<file path="src/rtl/fpu_pkg.sv">
// rtl/fpu_pkg.sv - shared FPU constants, rounding modes and FP32 classifier
//
// Purpose : common definitions for the FPU result stages.
// Contents: rounding-mode codes, FP32 overflow constants, class bit indices,
//           and fp32_classify() which returns {nan, inf, zero, denorm}.
package fpu_pkg;

   localparam logic [1:0] RM_RZ  = 2'b00;
   localparam logic [1:0] RM_RNE = 2'b01;
   localparam logic [1:0] RM_RU  = 2'b10;
   localparam logic [1:0] RM_RD  = 2'b11;

   localparam logic [31:0] FP32_POS_INF = 32'h7F80_0000;
   localparam logic [31:0] FP32_MAX_FIN = 32'h7F7F_FFFF;

   localparam int CLS_NAN    = 3;
   localparam int CLS_INF    = 2;
   localparam int CLS_ZERO   = 1;
   localparam int CLS_DENORM = 0;

   // Sign bit does not affect the class, so only exponent and fraction are taken.
   function automatic logic [3:0] fp32_classify(input logic [30:0] mag);
      logic       e_ones;
      logic       e_zero;
      logic       f_zero;
      logic [3:0] cls;
      e_ones = &mag[30:23];
      e_zero = ~|mag[30:23];
      f_zero = ~|mag[22:0];
      cls             = 4'b0000;
      cls[CLS_NAN]    = e_ones & ~f_zero;
      cls[CLS_INF]    = e_ones &  f_zero;
      cls[CLS_ZERO]   = e_zero &  f_zero;
      cls[CLS_DENORM] = e_zero & ~f_zero;
      return cls;
   endfunction

endpackage

</file>
<file path="src/rtl/fpu_ovf_subst.sv">
// rtl/fpu_ovf_subst.sv - IEEE-754 overflow value substitution by rounding mode
//
// Purpose : replace an overflowed FP32 result with the value the rounding mode
//           dictates (max finite or infinity, carrying the operation sign).
// Ports   : result     in  32  raw result word (passed through if no overflow)
//           sign       in  1   sign of the overflowed result
//           overflow   in  1   overflow indication
//           round_mode in  2   RZ/RNE/RU/RD
//           subst_result out 32 substituted result word
module fpu_ovf_subst
   import fpu_pkg::*;
(
   input  logic [31:0] result,
   input  logic        sign,
   input  logic        overflow,
   input  logic [1:0]  round_mode,
   output logic [31:0] subst_result
);

   always_comb begin
      subst_result = result;
      if (overflow) begin
         case (round_mode)
            RM_RZ:  subst_result = {sign, FP32_MAX_FIN[30:0]};
            RM_RNE: subst_result = {sign, FP32_POS_INF[30:0]};
            // Directed modes round towards infinity only on their own side.
            RM_RU:  subst_result = sign ? {1'b1, FP32_MAX_FIN[30:0]} : FP32_POS_INF;
            RM_RD:  subst_result = sign ? {1'b1, FP32_POS_INF[30:0]} : FP32_MAX_FIN;
            default: subst_result = result;
         endcase
      end
   end

endmodule

</file>
<file path="src/rtl/fpu_add_result_stage.sv">
// rtl/fpu_add_result_stage.sv - registered FPU adder result stage with 2-entry FIFO
//
// Purpose : captures adder results (with overflow substitution), buffers them in a
//           2-entry valid/ready FIFO, and keeps sticky error/overflow flags plus an
//           accepted-result counter.
// Config  : FPU_RESULT_CLASSIFY_EN - when defined, a 4-bit class {nan,inf,zero,denorm}
//           is stored per entry and driven on out_class; otherwise out_class = 0.
// Ports   : clk, rst_n (async active-low)
//           in_valid/in_ready, in_result, in_sign, in_error, in_overflow, in_round_mode
//           out_valid/out_ready, out_result, out_error, out_overflow, out_class
//           sticky_err, sticky_ovf, flags_clr, result_cnt[CNT_W]
module fpu_add_result_stage
   import fpu_pkg::*;
#(
   parameter int DEPTH = 2,
   parameter int CNT_W = 16
) (
   input  logic             clk,
   input  logic             rst_n,
   input  logic             in_valid,
   output logic             in_ready,
   input  logic [31:0]      in_result,
   input  logic             in_sign,
   input  logic             in_error,
   input  logic             in_overflow,
   input  logic [1:0]       in_round_mode,
   output logic             out_valid,
   input  logic             out_ready,
   output logic [31:0]      out_result,
   output logic             out_error,
   output logic             out_overflow,
   output logic [3:0]       out_class,
   output logic             sticky_err,
   output logic             sticky_ovf,
   input  logic             flags_clr,
   output logic [CNT_W-1:0] result_cnt
);

   generate
      if (DEPTH != 2) begin : g_depth_check
         $error("fpu_add_result_stage: DEPTH must be 2");
      end
   endgenerate

   logic [31:0]      mem_result_q [2];
   logic [31:0]      mem_result_d [2];
   logic             mem_err_q    [2];
   logic             mem_err_d    [2];
   logic             mem_ovf_q    [2];
   logic             mem_ovf_d    [2];
   logic             wr_ptr_q, wr_ptr_d;
   logic             rd_ptr_q, rd_ptr_d;
   logic [1:0]       count_q, count_d;
   logic             sticky_err_q, sticky_err_d;
   logic             sticky_ovf_q, sticky_ovf_d;
   logic [CNT_W-1:0] result_cnt_q, result_cnt_d;

   logic             push;
   logic             pop;
   logic [31:0]      push_word;

   fpu_ovf_subst u_ovf_subst (
      .result       (in_result),
      .sign         (in_sign),
      .overflow     (in_overflow),
      .round_mode   (in_round_mode),
      .subst_result (push_word)
   );

   // Ready depends only on stored count: a pop in a full cycle does not free a
   // slot until the next cycle, so there is no out_ready -> in_ready path.
   assign in_ready  = (count_q != 2'd2);
   assign out_valid = (count_q != 2'd0);
   assign push      = in_valid && in_ready;
   assign pop       = out_valid && out_ready;

   always_comb begin
      mem_result_d = mem_result_q;
      mem_err_d    = mem_err_q;
      mem_ovf_d    = mem_ovf_q;
      wr_ptr_d     = wr_ptr_q;
      rd_ptr_d     = rd_ptr_q;
      count_d      = count_q;
      result_cnt_d = result_cnt_q;

      if (push) begin
         mem_result_d[wr_ptr_q] = push_word;
         mem_err_d[wr_ptr_q]    = in_error;
         mem_ovf_d[wr_ptr_q]    = in_overflow;
         wr_ptr_d               = ~wr_ptr_q;
         result_cnt_d           = result_cnt_q + CNT_W'(1);
      end
      if (pop) begin
         rd_ptr_d = ~rd_ptr_q;
      end
      if (push && !pop) begin
         count_d = count_q + 2'd1;
      end else if (pop && !push) begin
         count_d = count_q - 2'd1;
      end

      // A setting push overrides a clear in the same cycle.
      sticky_err_d = (flags_clr ? 1'b0 : sticky_err_q) | (push & in_error);
      sticky_ovf_d = (flags_clr ? 1'b0 : sticky_ovf_q) | (push & in_overflow);
   end

   always_ff @(posedge clk or negedge rst_n) begin
      if (!rst_n) begin
         for (int i = 0; i < 2; i++) begin
            mem_result_q[i] <= '0;
            mem_err_q[i]    <= 1'b0;
            mem_ovf_q[i]    <= 1'b0;
         end
         wr_ptr_q     <= 1'b0;
         rd_ptr_q     <= 1'b0;
         count_q      <= 2'd0;
         sticky_err_q <= 1'b0;
         sticky_ovf_q <= 1'b0;
         result_cnt_q <= '0;
      end else begin
         mem_result_q <= mem_result_d;
         mem_err_q    <= mem_err_d;
         mem_ovf_q    <= mem_ovf_d;
         wr_ptr_q     <= wr_ptr_d;
         rd_ptr_q     <= rd_ptr_d;
         count_q      <= count_d;
         sticky_err_q <= sticky_err_d;
         sticky_ovf_q <= sticky_ovf_d;
         result_cnt_q <= result_cnt_d;
      end
   end

   // Outputs always come from the entry under the read pointer, valid or not.
   assign out_result   = mem_result_q[rd_ptr_q];
   assign out_error    = mem_err_q[rd_ptr_q];
   assign out_overflow = mem_ovf_q[rd_ptr_q];
   assign sticky_err   = sticky_err_q;
   assign sticky_ovf   = sticky_ovf_q;
   assign result_cnt   = result_cnt_q;

`ifdef FPU_RESULT_CLASSIFY_EN
   logic [3:0] mem_cls_q [2];
   logic [3:0] mem_cls_d [2];

   always_comb begin
      mem_cls_d = mem_cls_q;
      if (push) begin
         mem_cls_d[wr_ptr_q] = fp32_classify(push_word[30:0]);
      end
   end

   always_ff @(posedge clk or negedge rst_n) begin
      if (!rst_n) begin
         for (int i = 0; i < 2; i++) begin
            mem_cls_q[i] <= 4'b0000;
         end
      end else begin
         mem_cls_q <= mem_cls_d;
      end
   end

   assign out_class = mem_cls_q[rd_ptr_q];
`else
   assign out_class = 4'b0000;
`endif

endmodule

</file>
<file path="config.mk">
export PLATFORM = sky130hd
export DESIGN_NAME = fpu_add_result_stage
export DESIGN_NICKNAME = d
export VERILOG_FILES = /design/src/rtl/fpu_pkg.sv /design/src/rtl/fpu_ovf_subst.sv /design/src/rtl/fpu_add_result_stage.sv
export SDC_FILE = /design/constraint.sdc
export NUM_CORES = 1
export LEC_CHECK = 0
export ABC_AREA = 0
export CAP_MARGIN = 10
export CORE_MARGIN = 2
export CORE_UTILIZATION = 50
export DETAILED_ROUTE_END_ITERATION = 8
export MAX_ROUTING_LAYER = met4
export PLACE_DENSITY = 0.79
export SETUP_SLACK_MARGIN = 0.3
export SLEW_MARGIN = 40
export SYNTH_ARGS = -nofsm -noshare
export SYNTH_HDL_FRONTEND = slang
export SYNTH_SLANG_ARGS = --single-unit
</file>
<file path="constraint.sdc">
create_clock -name clk -period 3.6 [get_ports clk]
set_input_delay 0.54 -clock clk [delete_from_list [all_inputs] [get_ports clk]]
set_output_delay 0.54 -clock clk [all_outputs]
set_load 0.01 [all_outputs]
</file>
## After elaboration in Yosys (flattened, before gate mapping)

Cells that the tools add are included.

| storage, ports and cells | value |
|---|---|
| bits in registers | 90 |
| bits in latches | 0 |
| memory bits (writable) | 0 |
| ROM bits | 0 |
| logic and storage cells | 64 |
| memories | 0 |

| cells by class | value |
|---|---|
| add/subtract/negate cells | 3 |
| multiply operators | 0 |
| divide/modulo/power cells | 0 |
| magnitude comparators | 3 |
| equal/unequal tests | 4 |
| shifts and indexed selects | 0 |
| multiplexer cells | 24 |
| bitwise logic cells | 8 |
| reductions and logical operators | 10 |

Operators by type and width:

| kind | number |
|---|---|
| 32-bit two-way mux | 7 |
| 32-bit case mux with 4 select lines | 1 |
| 64-bit bitwise mux | 1 |
| 32-bit demux with 1-bit select | 1 |
| 16-bit by 1-bit adder with 16-bit output (second input constant) | 1 |
| 1-bit two-way mux | 9 |
| 1-bit logical AND | 5 |
| 2-bit bitwise mux | 2 |
| 2-bit equality test (second input constant) | 2 |
| 2-bit >= comparator (second input constant) | 2 |
| 2-bit two-way mux | 2 |
| 1-bit inverter with 2-bit output | 2 |
| 2-bit nonzero test | 2 |
| 2-bit by 1-bit adder with 2-bit output (second input constant) | 1 |
| 1-bit AND | 2 |
| 2-bit by 1-bit equality test with 1-bit output (second input constant) | 1 |
| 1-bit logical NOT | 2 |
| 2-bit logical NOT | 1 |
| 2-bit by 1-bit less-than comparator with 1-bit output (second input constant) | 1 |
| 2-bit inequality test (second input constant) | 1 |
| 1-bit inverter | 2 |
| 1-bit OR | 2 |
| 2-bit by 1-bit subtractor with 2-bit output (second input constant) | 1 |
| 1-bit demux with 1-bit select | 1 |

## Longest topological paths before layout

Gate-level depths: netlist (run 1).

| logic depth | value |
|---|---|
| depth in word-level cells | 6 |
| depth in mapped cells | 7 |

## Modules after synthesis

Synthesis (run 1) repeated with hierarchy kept, for this count alone.

| second synthesis, totals | value |
|---|---|
| cells, all modules | 344 |
| area, all modules | 4594.4 µm² |

Modules (own cells, without submodules):

| module | times used | cells each | area an instance (µm²) | sequential area each (µm²) |
|---|---|---|---|---|
| fpu_add_result_stage | 1 | 274 | 3937.5 | 2252.2 |
| fpu_ovf_subst | 1 | 70 | 656.9 | 0.0 |

## Worst setup path after synthesis (run 1)

Ideal clock, no wire load.

| timing | value |
|---|---|
| path kind | register -> output |
| from | register rd_ptr_q |
| to | output out_result[10] |
| arrival | 1174 ps |
| path slack | 1886 ps |
| cell stages (with the launch flop) | 5 |
| buffers on the path | 2 |
| cell sequence | dfrtp_1 buf_1 clkbuf_1 nand2_1 o21ai_0 |

| between the ends | value |
|---|---|
| longest elaborated chain between the ends | 4 |

RTL lines:

| item | RTL line | RTL |
|---|---|---|
| start, declared | fpu_add_result_stage.sv:52 | `logic rd_ptr_q, rd_ptr_d;` |
| start signal, assigned | fpu_add_result_stage.sv:125 | `rd_ptr_q <= rd_ptr_d;` |
| 1-bit inverter with 2-bit output (not written as such) | fpu_add_result_stage.sv:134 | `assign out_result = mem_result_q[rd_ptr_q];` |
| 32-bit two-way mux (not written as such) (3 in a row) | fpu_add_result_stage.sv:134 |  |
| end, declared | fpu_add_result_stage.sv:29 | `output logic [31:0] out_result,` |

No other way between the ends. The select of a mux whose other input is x is not followed.

## Worst setup path after layout (run 1)

| timing | value |
|---|---|
| from | register rd_ptr_q |
| to | output out_result[13] |

Same word-level chain as after synthesis.

==> results of run 1 <==
## routing by layer
metal  wire (um)  GRT usage, %  share of wire (%)  up-vias
met4          96         5.634                1.1        0
met5           0             -                  0        -
met3         422         3.026                4.7        9
met2        4218         30.79                 47       87
li1            -             -                  -     1465
met1        4290         30.42                 48     1499
## synthesized netlist by cell type
cell | count | share of area [%]
xnor2_1 | 8 | 1.6
dfrtp_1 | 90 | 53
mux2i_1 | 46 | 11
nand2b_4 | 1 | 0.32
xor2_1 | 13 | 2.7
nor3_1 | 5 | 0.59
or3_4 | 1 | 0.26
inv_1 | 27 | 2.4
nor2b_1 | 1 | 0.15
conb_1 | 1 | 0.088
nand2_2 | 1 | 0.15
nand4_1 | 3 | 0.44
o21ai_0 | 25 | 2.9
nand3_1 | 3 | 0.35
a21oi_1 | 24 | 2.8
nand3_4 | 1 | 0.41
nor2_1 | 28 | 2.5
nor4_1 | 1 | 0.15
buf_2 | 8 | 0.94
or2_2 | 8 | 1.2
nand2_1 | 35 | 3.1
nor4_2 | 3 | 0.88
buf_4 | 9 | 1.6
buf_1 | 2 | 0.18
clkbuf_1 | 6 | 0.53
mux2_1 | 5 | 1.3
ha_1 | 2 | 0.59
nor2_4 | 1 | 0.26
mux2_2 | 29 | 7.6
nand2_4 | 1 | 0.26
and3_1 | 2 | 0.29
## path summary, 6_finish.rpt
kind / end / slack (ps) / cells past startpoint
hold / removal: mem_result_q[49]$_DFFE_PN0P_ / 190 / 1
max in group asynchronous: mem_result_q[56]$_DFFE_PN0P_ / 2650 / 2
setup / recovery: out_result[13] / 970 / 2
setup reg to reg: mem_result_q[34]$_DFFE_PN0P_ / 1810 / 5
hold reg to reg: result_cnt[15]$_DFFE_PN0N_ / 480 / 1
min in group clk: result_cnt[15]$_DFFE_PN0N_ / 480 / 1
## logic make-up (layout without fill, tap and decap cells)
kind of cell / count (synthesis) / after routing / share of synthesized area, %
and+or+nand+nor: 95 / 95 / 11.22
DFF: 90 / 90 / 52.72
muxes: 80 / 80 / 19.74
buffers and inverters: 52 / 144 / 5.595
AOI/OAI and AO/OA: 49 / 49 / 5.741
xor gates and xnor gates: 21 / 21 / 4.306
adders and majority gates: 2 / 2 / 0.5857
other: 1 / 4 / 0.08779
## worst reg2reg max path: stages (launching register included)
cell	delay (ps)
dfrtp_1	420
nand2b_4	200
nand2_4	100
nor2_4	440
buf_4	330
mux2i_1	230
## flip-flops by register name, summed over array words and instances (netlist names)
name	flops
mem_result_q	64
rd_ptr_q	1
wr_ptr_q	1
mem_err_q	2
count_q	2
mem_ovf_q	2
sticky_err	1
result_cnt	16
sticky_ovf	1
## layout make-up
type,instances,area (sq um),area share [%]
sequential,90,2256,41.12
inverter,27,101.3,1.847
timing repair buffer,101,991.0,18.06
tap,105,131.4,2.395
multi-input combinational,251,1804,32.88
clock inverter,6,65.06,1.186
clock buffer,10,137.6,2.509
## power by group
part	leakage, nW	switching, mW	internal (mW)
logic	1.28	0.919	1.16
clock network	0.103	0.354	0.341
registers	1.03	0.335	1.46
total	2.41	1.61	2.96
## metrics by stage
stage / setup WS (ps) / std cells / utilization (%) / total power, mW / hold WS (ps)
after CTS: 976.1 / 590 / 66.39 / 4.601 / 216.6
after detailed placement: 1054 / 574 / 63.94 / 3.903 / 475.8
after global routing: 909.6 / 590 / 66.44 / 4.910 / 249.9
final: 970.1 / 590 / 66.44 / 4.564 / 194.8
after global placement: 1154 / 574 / 63.88 / 3.815 / 457.3
after floorplan: 1886 / 393 / - / 2.910 / 244.4
## layout by cell type (no fill, tap or decap), drive strengths merged, types with 4 or more instances in the layout
| master | count |
|---|---|
| o21ai | 25 |
| mux2i | 46 |
| or2 | 8 |
| xnor2 | 8 |
| nor2 | 29 |
| a21oi | 24 |
| nor3 | 5 |
| xor2 | 13 |
| dfrtp | 90 |
| conb | 4 |
| nand2 | 37 |
| clkdlybuf4s50 | 93 |
| clkbuf | 10 |
| buf | 8 |
| nor4 | 4 |
| inv | 28 |
| nand3 | 4 |
| mux2 | 34 |
==> out/qor.csv, run 1 <==
metric,value,unit
post-CTS setup buffers,0,
iteration count of the initial detailed-routing pass,4,
cell count after synthesis,390,
area grow syn2layout,28.44,%
Initial Util,51.73,%
chip width,96.43,um
Sink Count,90,
initial antenna violation count,0,
Power Density,831.8,mW/mm^2
crit path buf inv count,1,
Vias/cell,5.186,
Antenna Cells,0,
detailed-route via count,3060,
Worst Setup SP,rd_ptr_q$_DFFE_PN0P_,
Final ANT Viol Nets,0,
Tightest Pin Transition,632.4,ps
Slew Limit Fails,0,
type of origin of the critical path,flip-flop,
routed len/inst,15.30,um
final setup fails,0,
crit path cell chain,"o21ai_0, clkdlybuf4s50_1",
outcome,completed,
placed inst area,0.005280,sq mm
final net count,524,
Final TNS setup,0,ps
routability congestion estimate,0.8261,
DP HPWL,6164,um
minimum clock period,2630,ps
share of post-route cells with drive strength above 1,15.05,%
I/O Buffers,95,
number of global-route vias before repair,2975,
Worst-path clk slew,90,ps
fin crit share,73.05,%
Setup CP Type,flip-flop to output pin,
routed wire length,9027,um
max-cap violations,0,
top-level port count,100,
Max IR drop VDD,436.6,uV
maximum clock frequency,380.2,MHz
Clock Path Buffers,2,
post_cts resized,0,
"Seq/Total Area, Yosys",52.72,%
CTS HTree Levels,3,
CTS tree,built,
"Clk Latency, worst-skew pair",350,ps
Synth cell types,31,
unrepaired setup endpoints after global routing,false,
WP data required,3060,ps
max_slew headroom,57.84,%
DRC viols,0,
largest net degree at the start of global routing,59,
Num CTS Buffers,9,
CTS Hold Bufs,0,
Post-Syn Area,0.004272,sq mm
die height,96.43,um
synthesized area per cell,10.95,sq um
"Largest stage delay, worst path",730,ps
total grt overflow,0,
die footprint,0.009299,sq mm
LEAKAGE,2.415,nW
Core ar.,0.008258,sq mm
highest-delay cell along the critical path,dfrtp_4,
global-route wire length before repair,14540,um
Seq cells post-synth,90,
CP arrival,2090,ps
Top delay family on crit path,flip-flops,
Fin. Hold Viols,0,
crit path max fanout,58,
CP Capture Type,output pin,
Root Buffer,clkbuf_8,
cell row count,33,
Final Cell Area,0.005487,sq mm
clk_skew,8.411,ps
worst reg2reg startpoint,count_q[0]$_DFFE_PN0P_,
YS warnings,0,
DR iter-0 viols,125,
Overall Global Routing Usage,20.81,%
Hold Crit Class,primary input to async pin,
Layout fillers,659,
(Power assumes the default switching activity.)
==> run 2, diff against run 1 <==
clock period = 2.5 ns   (was 3.6 ns; I/O delays follow)
==> run 2 against run 1 <==
  * Worst setup slack worse by 610 ps
  * Sequential power grew 37%
  * Flip-flop and latch count unchanged
  * Die area unchanged
  * Count of clock-buffer cells in the layout is 2 higher
  * Largest cell class unchanged
  * Largest power group unchanged
==> out/qor.csv, run 2 (synthesized netlist as in run 1, its figures left out) <==
metric,value,unit
outcome,completed,
initial antenna violation count,0,
"Largest stage delay, worst path",530,ps
Top delay family on crit path,buffers and inverters,
Core ar.,0.008258,sq mm
FF-to-FF End,mem_result_q[10]$_DFFE_PN0P_,
Sink Count,90,
WP data required,2120,ps
Worst R2R Path Depth,5,
Slew Limit Fails,0,
crit path max fanout,7,
worst reg2reg startpoint,count_q[0]$_DFFE_PN0P_,
final net count,532,
CTS Hold Bufs,0,
Fin. Hold Viols,0,
Vias/cell,5.132,
CP arrival,1760,ps
Tightest Pin Transition,648.4,ps
setup ws final,363.7,ps
crit path buf inv count,2,
cell row count,33,
max-cap violations,0,
CTS tree,built,
routed len/inst,15.32,um
unrepaired setup endpoints after global routing,false,
chip width,96.43,um
DP HPWL,6396,um
"Clk Latency, worst-skew pair",340,ps
Hold Crit Class,primary input to async pin,
Num CTS Buffers,9,
Clock Path Buffers,2,
fin crit share,85.45,%
DR iter-0 viols,154,
flop2flop setup slack,830,ps
routability congestion estimate,0.7795,
iteration count of the initial detailed-routing pass,4,
clk_skew,12.02,ps
Initial Util,51.73,%
Overall Global Routing Usage,21.36,%
Final TNS setup,0,ps
detailed-route via count,3069,
crit path cell chain,"buf_4, mux2_2, clkdlybuf4s50_1",
die height,96.43,um
Setup CP Type,flip-flop to output pin,
number of global-route vias before repair,3074,
Max IR drop VDD,674.1,uV
CP Capture Type,output pin,
Worst-path clk slew,90,ps
top-level port count,100,
LEAKAGE,2.511,nW
final setup fails,0,
max reg flops,64,
routed wire length,9164,um
Reg with most FFs,mem_result_q,
CTS HTree Levels,3,
Final ANT Viol Nets,0,
die footprint,0.009299,sq mm
pre-CTS setup slack,409.6,ps
minimum clock period,2136,ps
maximum clock frequency,468.1,MHz
highest-delay cell along the critical path,clkdlybuf4s50_1,
I/O Buffers,95,
DRC viols,0,
"most common cell after layout, fill and taps aside",dfrtp_1,
Antenna Cells,0,
most frequent cells in the layout,"dfrtp_1, clkdlybuf4s50_1, mux2i_1",
area grow syn2layout,29.64,%
global-route wire length before repair,14780,um
max_slew headroom,56.77,%
Power Density,1171,mW/mm^2
type of origin of the critical path,flip-flop,
total grt overflow,0,
Root Buffer,clkbuf_8,
largest net degree at the start of global routing,52,
share of post-route cells with drive strength above 1,16.02,%
run 2: cell types whose count changed in the layout (fill, tap and decap cells not counted), sizes merged:
cell | previous run | this run
clkdlybuf4s50 | 93 | 71
dlygate4sd2 | 0 | 18
buf | 8 | 16
dlymetal6s2s | 0 | 4
clkbuf | 10 | 12
clkinv | 3 | 2
inv | 28 | 27
run 2: cell type report:
type                    instances  area (sq um)
repair buffers                109          1052
fillers                       661          2720
well taps                     105         131.4
inverters                      27         101.3
multi-input cells             251          1800
flip-flops and latches         90          2256
clock inverters                 4         51.30
clock buffers                  12         145.1
run 2: per-stage QoR:
stage | hold slack (ps) | instance area [sq um] | power (mW) | std cells | utilization, %
floorplan | 79.41 | 4283 | 4.190 | 393 | -
global placement | 440.1 | 5318 | 5.526 | 578 | 64.39
detailed placement | 446.1 | 5318 | 5.669 | 578 | 64.39
CTS | 74.42 | 5524 | 6.558 | 598 | 66.89
global route | 96.70 | 5538 | 6.983 | 598 | 67.06
finish | 51.49 | 5538 | 6.482 | 598 | 67.06
run 2: power breakdown:
group / switching, mW / total, mW / internal, mW
logic: 1.47 / 3.04 / 1.57
registers: 0.358 / 2.46 / 2.10
clock network: 0.489 / 0.980 / 0.491
total: 2.32 / 6.48 / 4.17
run 2: worst max path at each step:
stage	from	to	depth (start not counted)
after floorplan	rd_ptr_q$_DFFE_PN0P_	out_result[10]	4
after global placement	rd_ptr_q$_DFFE_PN0P_	out_result[3]	4
after detailed placement	rd_ptr_q$_DFFE_PN0P_	out_result[13]	4
after CTS	rd_ptr_q$_DFFE_PN0P_	out_result[13]	4
after global routing	rd_ptr_q$_DFFE_PN0P_	out_overflow	3
final	rd_ptr_q$_DFFE_PN0P_	out_result[27]	3
run 2: worst register-to-register path: cells and delay by family, from the launching register on:
family	cells	cell delay [ps]
compound gates	1	140
buf+inv	1	320
flops	1	410
simple gates	3	750
run 2: routing by layer:
layer	global-route usage, %	wire [um]
met2	32.47	4319
met4	5.634	78
met3	3.103	473
met5	-	0
met1	30.53	4294
run 2: timing repair:
item / CTS / global route
gates resized for setup: 19 / 5
endpoints found under the setup margin: 33 / 9
buffers inserted: 4 / 0
